### src/rtl/idli_pkg.sv
// Shared types and constants for the idli core and its SQI memory controller.
package idli_pkg;

   typedef enum logic {
      SQI_IO_IN  = 1'b0,
      SQI_IO_OUT = 1'b1
   } sqi_io_mode_t;

   typedef enum logic [2:0] {
      SQI_IDLE  = 3'd0,
      SQI_CMD   = 3'd1,
      SQI_ADDR  = 3'd2,
      SQI_DUMMY = 3'd3,
      SQI_DATA  = 3'd4,
      SQI_DONE  = 3'd5
   } sqi_state_t;

   localparam logic [7:0] SQI_CMD_READ  = 8'h03;
   localparam logic [7:0] SQI_CMD_WRITE = 8'h02;

endpackage

### src/rtl/idli_sqi_shift_m.sv
// Nibble-wide shift register: parallel load, shift towards the MS end with a
// new nibble entering at the LS end; exposes the top OUT_W bits.
module idli_sqi_shift_m #(
   parameter int W     = 16,
   parameter int OUT_W = W
) (
   input  logic             clk,
   input  logic             rst_n,
   input  logic             load,
   input  logic [W-1:0]     load_val,
   input  logic             shift,
   input  logic [3:0]       nib_in,
   output logic [OUT_W-1:0] q_out
);

   logic [W-1:0] q_r;

   // Load has priority over shift; the MS nibble falls off on every shift.
   always_ff @(posedge clk or negedge rst_n) begin
      if (!rst_n) begin
         q_r <= '0;
      end else if (load) begin
         q_r <= load_val;
      end else if (shift) begin
         q_r <= W'({q_r, nib_in});
      end else begin
         q_r <= q_r;
      end
   end

   assign q_out = q_r[W-1 -: OUT_W];

endmodule

### src/rtl/idli_sqi_ctrl_m.sv
// SQI (quad-SPI) memory controller: expands one word read/write request into
// command, address, optional dummy and data nibbles on a single chip select.
module idli_sqi_ctrl_m
   import idli_pkg::*;
#(
   parameter int  ADDR_W    = 16,
   parameter int  DATA_W    = 16,
   parameter int  DUMMY_NIB = 2,
   parameter int  NUM_CS    = 2,
   localparam int CS_W      = (NUM_CS > 1) ? $clog2(NUM_CS) : 1
) (
   input  logic              i_sqi_gck,
   input  logic              i_sqi_rst_n,
   input  logic              i_sqi_req,
   output logic              o_sqi_ack,
   input  logic              i_sqi_wr,
   input  logic [CS_W-1:0]   i_sqi_cs_sel,
   input  logic [ADDR_W-1:0] i_sqi_addr,
   input  logic [DATA_W-1:0] i_sqi_wdata,
   output logic [DATA_W-1:0] o_sqi_rdata,
   output logic              o_sqi_rvld,
   output logic              o_sqi_busy,
   output logic              o_sqi_sck,
   output logic [NUM_CS-1:0] o_sqi_cs,
   output logic              o_sqi_io_mode,
   output logic [3:0]        o_sqi_sio,
   input  logic [3:0]        i_sqi_sio
);

   localparam int ADDR_NIB = ADDR_W / 4;
   localparam int DATA_NIB = DATA_W / 4;
   localparam int MAX_N    = 2 + ADDR_NIB + DUMMY_NIB + DATA_NIB;
   localparam int CNT_W    = $clog2(MAX_N);
   localparam int TX_W     = 8 + ADDR_W + DATA_W;

   localparam logic [CNT_W-1:0] CMD_LAST   = CNT_W'(1);
   localparam logic [CNT_W-1:0] ADDR_LAST  = CNT_W'(ADDR_NIB - 1);
   localparam logic [CNT_W-1:0] DUMMY_LAST = CNT_W'((DUMMY_NIB > 0) ? DUMMY_NIB - 1 : 0);
   localparam logic [CNT_W-1:0] DATA_LAST  = CNT_W'(DATA_NIB - 1);

   sqi_state_t          state_r;
   sqi_state_t          next_state_s;
   sqi_io_mode_t        io_mode_r;
   sqi_io_mode_t        next_io_s;
   logic [CNT_W-1:0]    cnt_r;
   logic [CNT_W-1:0]    last_s;
   logic                phase_r;
   logic                wr_r;
   logic                cs_ok_r;
   logic                cs_ok_s;
   logic [NUM_CS-1:0]   cs_dec_s;
   logic [NUM_CS-1:0]   cs_r;
   logic                sck_r;
   logic                rvld_r;
   logic                busy_r;
   logic [DATA_W-1:0]   rdata_r;
   logic [DATA_W-1:0]   rx_q_s;
   logic [DATA_W-1:0]   rx_next_s;
   logic [3:0]          tx_nib_s;
   logic [TX_W-1:0]     tx_load_s;
   logic                tx_shift_s;
   logic                rx_shift_s;
   logic                ack_s;

   assign ack_s      = i_sqi_req & (state_r == SQI_IDLE);
   assign cs_ok_s    = 32'(i_sqi_cs_sel) < 32'(NUM_CS);
   // An out-of-range select shifts a zero, leaving every chip select high.
   assign cs_dec_s   = ~(NUM_CS'(cs_ok_s) << i_sqi_cs_sel);
   assign tx_load_s  = {(i_sqi_wr ? SQI_CMD_WRITE : SQI_CMD_READ), i_sqi_addr,
                        (i_sqi_wr ? i_sqi_wdata : DATA_W'(0))};
   assign tx_shift_s = phase_r & ((state_r == SQI_CMD) | (state_r == SQI_ADDR) |
                                  ((state_r == SQI_DATA) & wr_r));
   assign rx_shift_s = phase_r & (state_r == SQI_DATA) & ~wr_r;
   assign rx_next_s  = DATA_W'({rx_q_s, i_sqi_sio});

   idli_sqi_shift_m #(.W(TX_W), .OUT_W(4)) u_tx (
      .clk      (i_sqi_gck),
      .rst_n    (i_sqi_rst_n),
      .load     (ack_s),
      .load_val (tx_load_s),
      .shift    (tx_shift_s),
      .nib_in   (4'h0),
      .q_out    (tx_nib_s)
   );

   idli_sqi_shift_m #(.W(DATA_W), .OUT_W(DATA_W)) u_rx (
      .clk      (i_sqi_gck),
      .rst_n    (i_sqi_rst_n),
      .load     (ack_s),
      .load_val ({DATA_W{1'b0}}),
      .shift    (rx_shift_s),
      .nib_in   (i_sqi_sio),
      .q_out    (rx_q_s)
   );

   // Per-state nibble count and successor state / drive direction.
   always_comb begin
      last_s       = CMD_LAST;
      next_state_s = SQI_IDLE;
      next_io_s    = SQI_IO_IN;
      case (state_r)
         SQI_CMD: begin
            last_s       = CMD_LAST;
            next_state_s = SQI_ADDR;
            next_io_s    = SQI_IO_OUT;
         end
         SQI_ADDR: begin
            last_s = ADDR_LAST;
            if (!wr_r && (DUMMY_NIB > 0)) begin
               next_state_s = SQI_DUMMY;
               next_io_s    = SQI_IO_IN;
            end else begin
               next_state_s = SQI_DATA;
               next_io_s    = wr_r ? SQI_IO_OUT : SQI_IO_IN;
            end
         end
         SQI_DUMMY: begin
            last_s       = DUMMY_LAST;
            next_state_s = SQI_DATA;
            next_io_s    = SQI_IO_IN;
         end
         SQI_DATA: begin
            last_s       = DATA_LAST;
            next_state_s = SQI_DONE;
            next_io_s    = SQI_IO_IN;
         end
         default: begin
            last_s       = CMD_LAST;
            next_state_s = SQI_IDLE;
            next_io_s    = SQI_IO_IN;
         end
      endcase
   end

   // Transaction FSM; every pin-facing output is a register updated here.
   always_ff @(posedge i_sqi_gck or negedge i_sqi_rst_n) begin
      if (!i_sqi_rst_n) begin
         state_r   <= SQI_IDLE;
         io_mode_r <= SQI_IO_IN;
         cnt_r     <= '0;
         phase_r   <= 1'b0;
         wr_r      <= 1'b0;
         cs_ok_r   <= 1'b0;
         cs_r      <= '1;
         sck_r     <= 1'b0;
         rvld_r    <= 1'b0;
         busy_r    <= 1'b0;
         rdata_r   <= '0;
      end else begin
         rvld_r <= 1'b0;
         case (state_r)
            SQI_IDLE: begin
               phase_r <= 1'b0;
               cnt_r   <= '0;
               sck_r   <= 1'b0;
               if (i_sqi_req) begin
                  state_r   <= SQI_CMD;
                  wr_r      <= i_sqi_wr;
                  cs_ok_r   <= cs_ok_s;
                  cs_r      <= cs_dec_s;
                  io_mode_r <= SQI_IO_OUT;
                  busy_r    <= 1'b1;
               end else begin
                  state_r <= SQI_IDLE;
                  busy_r  <= 1'b0;
               end
            end
            SQI_CMD, SQI_ADDR, SQI_DUMMY, SQI_DATA: begin
               phase_r <= ~phase_r;
               sck_r   <= ~phase_r;
               if (phase_r && (cnt_r == last_s)) begin
                  cnt_r     <= '0;
                  state_r   <= next_state_s;
                  io_mode_r <= next_io_s;
                  if (state_r == SQI_DATA) begin
                     cs_r   <= '1;
                     rvld_r <= ~wr_r;
                     if (!wr_r) begin
                        rdata_r <= cs_ok_r ? rx_next_s : '0;
                     end else begin
                        rdata_r <= rdata_r;
                     end
                  end else begin
                     cs_r <= cs_r;
                  end
               end else if (phase_r) begin
                  cnt_r <= cnt_r + CNT_W'(1);
               end else begin
                  cnt_r <= cnt_r;
               end
            end
            SQI_DONE: begin
               sck_r   <= 1'b0;
               phase_r <= ~phase_r;
               if (phase_r) begin
                  state_r <= SQI_IDLE;
                  busy_r  <= 1'b0;
               end else begin
                  state_r <= SQI_DONE;
               end
            end
            default: begin
               state_r   <= SQI_IDLE;
               io_mode_r <= SQI_IO_IN;
               cs_r      <= '1;
               sck_r     <= 1'b0;
               busy_r    <= 1'b0;
               phase_r   <= 1'b0;
            end
         endcase
      end
   end

   assign o_sqi_ack     = ack_s;
   assign o_sqi_rdata   = rdata_r;
   assign o_sqi_rvld    = rvld_r;
   assign o_sqi_busy    = busy_r;
   assign o_sqi_sck     = sck_r;
   assign o_sqi_cs      = cs_r;
   assign o_sqi_io_mode = io_mode_r;
   assign o_sqi_sio     = tx_nib_s;

endmodule

### config.mk
export PLATFORM = sky130hd
export DESIGN_NAME = idli_sqi_ctrl_m
export DESIGN_NICKNAME = d
export VERILOG_FILES = /design/src/rtl/idli_pkg.sv /design/src/rtl/idli_sqi_shift_m.sv /design/src/rtl/idli_sqi_ctrl_m.sv
export SDC_FILE = /design/constraint.sdc
export NUM_CORES = 1
export LEC_CHECK = 0
export BUFFER_PORTS_ARGS = -buffer_cell sky130_fd_sc_hd__buf_2
export CORE_ASPECT_RATIO = 1.5
export CORE_UTILIZATION = 62
export CTS_BUF_LIST = sky130_fd_sc_hd__clkbuf_2
export DETAILED_ROUTE_END_ITERATION = 16
export PLACE_DENSITY = 0.87
export SYNTH_ARGS = -nofsm -noshare
export SYNTH_HDL_FRONTEND = slang
export SYNTH_SLANG_ARGS = --single-unit
### constraint.sdc
create_clock -name i_sqi_gck -period 3.2 [get_ports i_sqi_gck]
set_clock_uncertainty 0.1 [all_clocks]
set_input_delay 0.16 -clock i_sqi_gck [delete_from_list [all_inputs] [get_ports i_sqi_gck]]
set_output_delay 0.16 -clock i_sqi_gck [all_outputs]
set_load 0.01 [all_outputs]
==> results.sh, run 1 <==
export IMPL_post_cts_buffers=0
export IMPL_yosys_area_share_adder_pct=0.579
export IMPL_clkLatencyLatePin_ns=0.57
export IMPL_layout_worst_path_cycle_share_pct=90.4
export IMPL_crit_type="reg -> reg"
export IMPL_grt_pass1_wl_um=15300
export IMPL_drv_slew=0
export IMPL_htreeDepth=3
export IMPL_grt_antenna_before_repair=0
export IMPL_tns_ns=0
export IMPL_place_inst=499
export IMPL_seq_area_frac_synth_pct=54.1
export IMPL_vias=3279
export IMPL_reg2reg_from="state_r[0]$_DFFE_PN0P_"
export IMPL_crit_chain="nor3_1, nand2_1, inv_1, buf_4, nand3_1, dlygate4sd3_1, o21ai_0"
export IMPL_syn_area_um2=3890
export IMPL_synth_simple_area_share_pct=12.7
export IMPL_instances_no_fill=571
export IMPL_cts_buffer_depth=2
export IMPL_cp_required_ns=3.58
export IMPL_root_buffer="clkbuf_2"
export IMPL_dieArea_um2=6600
export IMPL_status="completed"
export IMPL_yosys_most_used_dff="dfrtp_1"
export IMPL_numCtsBuffers=9
export IMPL_cp_slowest_cell="dfrtp_1"
export IMPL_syn_to_final_growth_pct=25.4
export IMPL_power_leakage_nw=2.52
export IMPL_synth_area_top_cells="dfrtp_1 (53%), mux2i_1 (6.2%), nand2_1 (5.8%)"
export IMPL_yosysTopAreaCell="dfrtp_1"
export IMPL_cp_slowest_stage_delay_ns=0.65
export IMPL_initial_utilization_pct=63.9
export IMPL_hold_path_class="in -> reg"
export IMPL_synth_top_family_by_area="compound AO/OA/AOI/OAI gates"
export IMPL_worstPathArrival_ns=3.27
export IMPL_worstSetupStartpoint="state_r[0]$_DFFE_PN0P_"
export IMPL_wl_um=9470
export IMPL_drive_gt1_share_pct=18.5
export IMPL_r2r_end="u_tx.q_r[1]$_DFFE_PN0P_"
export IMPL_syn_nets=430
export IMPL_grt_pass1_vias=3231
export IMPL_timing_fmax_ghz=0.346
export IMPL_synth_edf_count=0
export IMPL_synth_seq_cells=84
export IMPL_crit_buf_inv=3
export IMPL_synth_async_sr_flop_share_pct=100
export IMPL_synth_compound_area_share_pct=20.6
export IMPL_io_pins=68
export IMPL_die_h_um=99.0
export IMPL_grt_overflow=0
export IMPL_max_vdd_ir_drop_mv=0.498
export IMPL_vias_per_cell=5.74
export IMPL_netlist_instances=388
export IMPL_drv_cap=0
export IMPL_multi_input_area_um2=1580
export IMPL_muxShareOfSynthArea_pct=6.17
export IMPL_finalWeightedCongestion=0.850
export IMPL_worstSetupPathDepth=7
export IMPL_rsz0062_at_grt="false"
export IMPL_nets=534
export IMPL_ff2ff_path_depth=7
export IMPL_slew_headroom_pct=33.0
export IMPL_first_pass_iters=8
export IMPL_synthXorXnorAreaFrac_pct=0.450
export IMPL_grt_max_degree=85
export IMPL_cts_sinks=84
export IMPL_dpl_hpwl_um=4930
export IMPL_reg2reg_slack_ns=0.31
export IMPL_hold_viol=0
export IMPL_cts_hold_buf=56
export IMPL_synth_avg_cell_area_um2=10.0
export IMPL_drt_iter0_markers=199
export IMPL_cts_tree="built"
export IMPL_port_buffers=67
export IMPL_die_x_um=66.7
export IMPL_core_area_um2=6090
export IMPL_rows=35
export IMPL_netlist_area_leader_share_pct=52.7
export IMPL_cp_top_family="buffers and inverters"
export IMPL_cts_resized_gates=0
export IMPL_worstSetupEndpointType="register"
export IMPL_power_density_nw_per_um2=745
export IMPL_wire_per_inst_um=16.6
export IMPL_seqCellArea_um2=2100
export IMPL_crit_path_max_fanout=23
export IMPL_route_detailed_drc=0
export IMPL_finalSetupViolations=0
export IMPL_fillers=348
export IMPL_ant_nets=0
export IMPL_tightest_slew_ns=1.00
export IMPL_yosys_warnings=0
export IMPL_cp_start_kind="register"
export IMPL_fin_crit_ns=2.89
export IMPL_worstSetupEndpoint="u_tx.q_r[1]$_DFFE_PN0P_"
export IMPL_grt_usage_pct=31.4
export IMPL_synth_cell_types=44
export IMPL_cts_clk_slew_worst_paths_ns=0.22
export IMPL_diodes=0
==> final cells by class <==
cell class,instances,share of cell area [%]
well taps,74,1.90
inverters,8,0.616
repair buffers,127,19.0
clock inverters,6,1.97
flip-flops and latches,84,43.1
multi-input cells,262,32.3
clock buffers,10,1.03
==> Yosys cell counts (2+ instances only) <==
master and number:
buf_4 4, dfstp_2 2, and3b_1 2, buf_1 3
a21oi_1 32, nor2b_1 6, buf_6 3, buf_2 12
a32o_1 2, nand2_1 60, o21ai_0 37, nand2b_1 6
a21o_1 17, clkbuf_1 12, a211oi_1 5, dfrtp_1 82
nand3_1 9, o22ai_1 2, a22o_1 16, mux2i_1 24
a31oi_1 2, inv_1 8, nor2_1 21
==> layout by cell type (no fill, tap or decap), types with 5 or more instances in the layout <==
cell type       n
a211oi_1        5
a21o_1         17
a21oi_1        32
a22o_1         16
buf_2          66
buf_4           5
clkbuf_2       10
dfrtp_1        82
dlygate4sd3_1  56
inv_1           8
mux2i_1        24
nand2_1        60
nand2b_1        6
nand3_1         9
nor2_1         21
nor2b_1         6
o21ai_0        37
==> metrics by stage <==
stage | setup WS, ns | instance area (um^2) | power [mW] | utilization (%) | hold slack (ns)
floorplan | 1.44 | 3890 | 2.62 | - | -0.236
global placement | 0.973 | 4170 | 2.78 | 68.5 | 0.283
detailed placement | 0.794 | 4170 | 2.86 | 68.5 | 0.296
CTS | 0.418 | 4880 | 3.55 | 80.1 | 0.0583
global route | 0.105 | 4880 | 3.85 | 80.1 | 0.0532
finish | 0.308 | 4880 | 3.64 | 80.1 | 0.0441
==> where the power goes <==
group	internal, mW	switching, mW
sequential	1.42	0.350
clock	0.271	0.387
combinational	0.586	0.626
total	2.27	1.36
==> worst reg2reg max path, stage by stage, from the launching register on <==
cell           delay, ns
dfrtp_1             0.65
nor3_1              0.33
nand2_1             0.12
inv_1               0.59
buf_4               0.28
nand3_1             0.08
dlygate4sd3_1       0.58
o21ai_0             0.10
==> sequential cells by signal, summed over array words and instances, names as in the netlist <==
name           flops
u_tx.q_r          40
o_sqi_rdata       16
u_rx.q_out        12
cnt_r              4
state_r            3
o_sqi_cs           2
cs_ok_r            1
o_sqi_busy         1
o_sqi_io_mode      1
o_sqi_rvld         1
o_sqi_sck          1
phase_r            1
wr_r               1
==> metal layers <==
metal	vias to the layer above	part of all wire [%]	track usage, %
met2	121	53	53.8
met5	-	0	0
met3	24	4.1	6.37
li1	1570	-	-
met1	1564	39	36.8
met4	0	3.2	14.4
==> cells by family after synthesis <==
group | count (synthesis)
AOI/OAI and AO/OA | 124
DFF | 84
and+or+nand+nor | 110
muxes | 24
xor gates and xnor gates | 2
adders and majority gates | 2
buffers and inverters | 42
==> worst min-delay path by stage <==
stage	startpoint	to	cells past startpoint
6_report	i_sqi_cs_sel	o_sqi_cs[1]$_DFFE_PN1P_	5
4_1_cts	i_sqi_cs_sel	o_sqi_cs[1]$_DFFE_PN1P_	5
3_3_place_gp	i_sqi_rst_n	o_sqi_rvld$_DFF_PN0_	1
2_1_floorplan	i_sqi_rst_n	cnt_r[0]$_DFFE_PN0P_	0
5_1_grt	i_sqi_cs_sel	o_sqi_cs[1]$_DFFE_PN1P_	5
3_5_place_dp	i_sqi_rst_n	o_sqi_rdata[15]$_DFFE_PN0P_	1
(Power assumes the default switching activity.)
==> inputs of run 2 (changes only) <==
- GPL_TIMING_DRIVEN: unset -> 0
==> run 2 against run 1 <==
Utilization up 1.1 points. Die area unchanged. First-iteration DRC count up 1.5%. Critical path depth up 1. Via count up 6.0%. Sequential share of layout area down 0.57 points. Worst hold slack worse by 0.038 ns. Highest routed layer unchanged. Clock-buffer cell count down 1. Sequential power down 6%. Combinational power up 21%. Non-clock buffer count up 22.
==> results.sh, run 2 (synthesis results as in run 1) <==
export IMPL_power_leakage_nw=2.58
export IMPL_rows=35
export IMPL_layout_common_cells="dfrtp_1 (82), buf_2 (77), nand2_1 (60)"
export IMPL_worstSetupEndpointType="register"
export IMPL_hold_viol=0
export IMPL_finalWeightedCongestion=0.923
export IMPL_drt_iter0_markers=202
export IMPL_cts_buffer_depth=2
export IMPL_cts_clk_slew_worst_paths_ns=0.26
export IMPL_cp_top_family="buffers and inverters"
export IMPL_cts_hold_buf=48
export IMPL_layout_worst_path_cycle_share_pct=85.5
export IMPL_largest_register_ffs=40
export IMPL_finalSetupViolations=0
export IMPL_nets=556
export IMPL_grt_usage_pct=35.3
export IMPL_numCtsBuffers=9
export IMPL_ff2ff_path_depth=8
export IMPL_wl_um=10500
export IMPL_busiest_layer="met2"
export IMPL_post_dp_cell_area_um2=4340
export IMPL_timing_fmax_ghz=0.365
export IMPL_htreeDepth=3
export IMPL_drv_slew=0
export IMPL_final_common_cell="dfrtp_1"
export IMPL_ant_nets=0
export IMPL_cp_start_kind="register"
export IMPL_die_x_um=66.7
export IMPL_first_pass_iters=4
export IMPL_post_cts_buffers=0
export IMPL_met3_usage_pct=7.99
export IMPL_crit_type="reg -> reg"
export IMPL_grtUsageMet2_pct=62.5
export IMPL_crit_buf_inv=4
export IMPL_tightest_slew_ns=0.891
export IMPL_crit_path_max_fanout=10
export IMPL_die_h_um=99.0
export IMPL_rsz0062_at_grt="false"
export IMPL_grt_pass1_vias=3657
export IMPL_postLayoutCellArea_um2=4940
export IMPL_grt_max_degree=63
export IMPL_core_area_um2=6090
export IMPL_vias=3477
export IMPL_fin_crit_ns=2.74
export IMPL_diodes=0
export IMPL_dieArea_um2=6600
export IMPL_globalRouteMet1Util_pct=36.9
export IMPL_largest_register="u_tx.q_r"
export IMPL_crit_chain="buf_2, nor3_1, nand2_1, buf_2, clkbuf_1, a21oi_1, dlygate4sd3_1, a21oi_1"
export IMPL_clkLatencyLatePin_ns=0.57
export IMPL_hold_path_class="in -> async"
export IMPL_power_density_nw_per_um2=752
export IMPL_cp_required_ns=3.55
export IMPL_reg2reg_slack_ns=0.46
export IMPL_r2r_end="u_tx.q_r[6]$_DFFE_PN0P_"
export IMPL_syn_to_final_growth_pct=27.0
export IMPL_port_buffers=66
export IMPL_cp_slowest_stage_delay_ns=0.61
export IMPL_worstPathArrival_ns=3.08
export IMPL_vias_per_cell=5.86
export IMPL_status="completed"
export IMPL_worstSetupStartpoint="state_r[0]$_DFFE_PN0P_"
export IMPL_wire_per_inst_um=17.7
export IMPL_tns_ns=0
export IMPL_max_vdd_ir_drop_mv=0.561
export IMPL_slew_headroom_pct=40.4
export IMPL_grt_overflow=0
export IMPL_cts_tree="built"
export IMPL_cp_slowest_cell="dlygate4sd3_1"
export IMPL_cts_resized_gates=0
export IMPL_root_buffer="clkbuf_2"
export IMPL_worstSetupPathDepth=8
export IMPL_grt_antenna_before_repair=0
export IMPL_drive_gt1_share_pct=20.4
export IMPL_drv_cap=0
export IMPL_reg2reg_from="state_r[0]$_DFFE_PN0P_"
export IMPL_dpl_hpwl_um=5980
export IMPL_route_detailed_drc=0
export IMPL_cts_sinks=84
export IMPL_initial_utilization_pct=63.9
export IMPL_grt_pass1_wl_um=17100
export IMPL_io_pins=68
-- run 2: changes by cell type in the layout (fill, tap and decap cells not counted), sizes merged --
cell,delta
buf,+18
clkbuf,+11
clkinv,+2
inv,+1
clkinvlp,-1
dlygate4sd3,-8
bufinv,-1
-- run 2: worst max-delay path by stage --
stage / slack [ns] / end
after floorplan: 1.44 / u_tx.q_r[5]$_DFFE_PN0P_
after global placement: 1.24 / o_sqi_ack
after detailed placement: 1.15 / o_sqi_rdata[4]$_DFFE_PN0P_
after CTS: 0.55 / o_sqi_ack
after global routing: 0.34 / o_sqi_ack
final: 0.46 / u_tx.q_r[6]$_DFFE_PN0P_
-- run 2: report_power, final --
group          total [mW]  internal (mW)  switching [mW]  leakage [nW]
sequential           1.67           1.42           0.257          1.06
clock               0.585          0.187           0.398        0.0747
combinational        1.46          0.670           0.786          1.44
-- run 2: layout make-up --
cell class              count  area (um^2)
plain buffers              34          180
clock buffers               9         45.0
clock inverters             7         73.8
fillers                   355         1140
inverters                   8         30.0
multi-input cells         262         1580
flip-flops and latches     84         2100
well taps                  74         92.6
repair buffers            115          841
-- run 2: through the flow --
step	util (%)	setup WS [ns]	hold WS (ns)	std cells	power, mW
after global routing	81.2	0.339	0.00638	593	3.94
after CTS	81.2	0.554	0.00304	593	3.61
after global placement	70.9	1.24	0.301	528	2.93
after detailed placement	71.4	1.15	-0.0195	529	3.00
final	81.2	0.463	0.00650	593	3.72
after floorplan	-	1.44	-0.236	388	2.62
-- run 2: per-layer routing --
metal  wire length (um)  up-vias
met4                454        0
li1                   -     1611
met3                537       36
met1               3780     1695
met2               5750      135
met5                  0        -
==> inputs of run 3 (changes only) <==
- CORE_UTILIZATION: 62 -> 64
- PLACE_DENSITY: 0.87 -> 0.88
- SYNTH_HIERARCHICAL: unset -> 1
==> run 3 against run 2 <==
Utilization rose by 2.4 points. Worst hold slack improved by 0.050 ns. Sequential share of layout area fell by 3.8 points. Final cell count rose by 11%. Wire length rose by 4.6%. Fmax rose by 18%. Clock power rose by 3%. Die area rose by 6.8%. Critical endpoint is now u_tx/q_r[29]$_DFFE_PN0P_. Largest cell class unchanged. Largest power group is now combinational cells. Highest routed layer unchanged.
==> results.sh, run 3 <==
export IMPL_netlist_instances=431
export IMPL_worstSetupEndpointType="register"
export IMPL_crit_path_max_fanout=10
export IMPL_cp_start_kind="register"
export IMPL_crit_type="reg -> reg"
export IMPL_timing_fmax_ghz=0.431
export IMPL_rows=36
export IMPL_slew_headroom_pct=59.8
export IMPL_max_vdd_ir_drop_mv=0.604
export IMPL_numCtsBuffers=9
export IMPL_diodes=0
export IMPL_syn_area_um2=4300
export IMPL_cts_hold_buf=46
export IMPL_fillers=361
export IMPL_cts_tree="built"
export IMPL_core_area_um2=6490
export IMPL_reg2reg_from="state_r[1]$_DFFE_PN0P_"
export IMPL_fin_crit_ns=2.32
export IMPL_grt_overflow=0
export IMPL_layout_common_cells="dfrtp_1 (82), buf_2 (77), nand2_1 (77)"
export IMPL_syn_to_final_growth_pct=26.1
export IMPL_largest_register_ffs=40
export IMPL_finalWeightedCongestion=0.833
export IMPL_grt_usage_pct=33.5
export IMPL_grt_antenna_before_repair=0
export IMPL_pre_cts_ws_ns=0.955
export IMPL_grt_pass1_wl_um=17100
export IMPL_grt_pass1_vias=3720
export IMPL_dpl_hpwl_um=6410
export IMPL_hp_start="i_sqi_req"
export IMPL_post_cts_buffers=0
export IMPL_dieArea_um2=7050
export IMPL_cts_buffer_depth=2
export IMPL_wl_um=11000
export IMPL_hold_depth=4
export IMPL_initial_utilization_pct=66.3
export IMPL_cp_required_ns=3.55
export IMPL_place_inst=596
export IMPL_instances_no_fill=656
export IMPL_tns_ns=0
export IMPL_vias_per_cell=5.64
export IMPL_worstSetupStartpoint="state_r[1]$_DFFE_PN0P_"
export IMPL_status="completed"
export IMPL_fin_ws_ns=0.881
export IMPL_hold_end="wr_r$_DFFE_PN0N_"
export IMPL_wire_per_inst_um=16.8
export IMPL_port_buffers=67
export IMPL_cts_resized_gates=0
export IMPL_hold_path_class="in -> reg"
export IMPL_die_x_um=68.9
export IMPL_drive_gt1_share_pct=19.8
export IMPL_final_common_cell="dfrtp_1"
export IMPL_vias=3700
export IMPL_finalSetupViolations=0
export IMPL_layout_worst_path_cycle_share_pct=72.5
export IMPL_io_pins=68
export IMPL_tightest_slew_ns=0.598
export IMPL_power_density_nw_per_um2=831
export IMPL_root_buffer="clkbuf_2"
export IMPL_rsz0062_at_grt="false"
export IMPL_yosys_warnings=6
export IMPL_ff2ff_path_depth=8
export IMPL_first_pass_iters=5
export IMPL_htreeDepth=3
export IMPL_drv_slew=0
export IMPL_worstPathArrival_ns=2.67
export IMPL_drt_iter0_markers=223
export IMPL_largest_register="u_tx/q_r"
export IMPL_power_leakage_nw=2.62
export IMPL_clkLatencyLatePin_ns=0.52
export IMPL_hold_viol=0
export IMPL_r2r_end="u_tx/q_r[29]$_DFFE_PN0P_"
export IMPL_drv_cap=0
export IMPL_die_h_um=102
export IMPL_nets=619
export IMPL_grt_max_degree=73
export IMPL_cts_sinks=84
export IMPL_ant_nets=0
export IMPL_synth_avg_cell_area_um2=9.97
export IMPL_reg2reg_slack_ns=0.88
export IMPL_route_detailed_drc=0
export IMPL_cts_clk_slew_worst_paths_ns=0.21
-- run 3: final cells by class --
type / count / area, um^2 / area share, %
sequential: 84 / 2100 / 38.8
multi-input combinational: 305 / 1900 / 35.0
timing repair buffer: 114 / 826 / 15.2
buffer: 37 / 279 / 5.15
inverter: 26 / 97.6 / 1.80
tap: 76 / 95.1 / 1.75
clock inverter: 5 / 78.8 / 1.45
clock buffer: 9 / 45.0 / 0.831
-- run 3: layer usage --
layer | up-vias | wire length [um] | global-route usage (%)
li1 | 1711 | - | -
met1 | 1815 | 4150 | 36.2
met2 | 139 | 5830 | 56.8
met3 | 35 | 529 | 8.93
met4 | 0 | 493 | 20.3
met5 | - | 0 | 0
-- run 3: stage by stage --
stage               util, %  power [mW]  hold WS, ns  instance area (um^2)
floorplan                 -        3.26       -0.236                  4380
global placement       74.1        3.65        0.270                  4810
detailed placement     74.6        3.76      -0.0677                  4840
CTS                    83.6        4.41       0.0165                  5420
global route           83.6        4.81       0.0222                  5420
finish                 83.6        4.50       0.0567                  5420
-- run 3: how the worst max path moves through the flow --
stage,end,depth (start not counted),slack [ns]
2_1_floorplan,o_sqi_io_mode$_DFFE_PN0P_,6,1.12
3_3_place_gp,u_tx/q_r[22]$_DFFE_PN0P_,7,1.05
3_5_place_dp,o_sqi_rdata[6]$_DFFE_PN0P_,6,0.95
5_1_grt,o_sqi_rdata[7]$_DFFE_PN0P_,6,0.77
6_report,u_tx/q_r[29]$_DFFE_PN0P_,8,0.88
4_1_cts,o_sqi_ack,5,0.89
-- run 3: power by group --
group	internal [mW]	switching, mW
clock network	0.249	0.353
registers	1.47	0.287
logic	0.984	1.16
total	2.70	1.80
-- run 3: critical path: stages, from the launching register on --
cell and delay, ns:
dfrtp_1 0.42, buf_6 0.14, or4b_4 0.51, buf_6 0.15, inv_1 0.13, buf_1 0.31, buf_2 0.30, nand2_1 0.11
o21ai_1 0.10
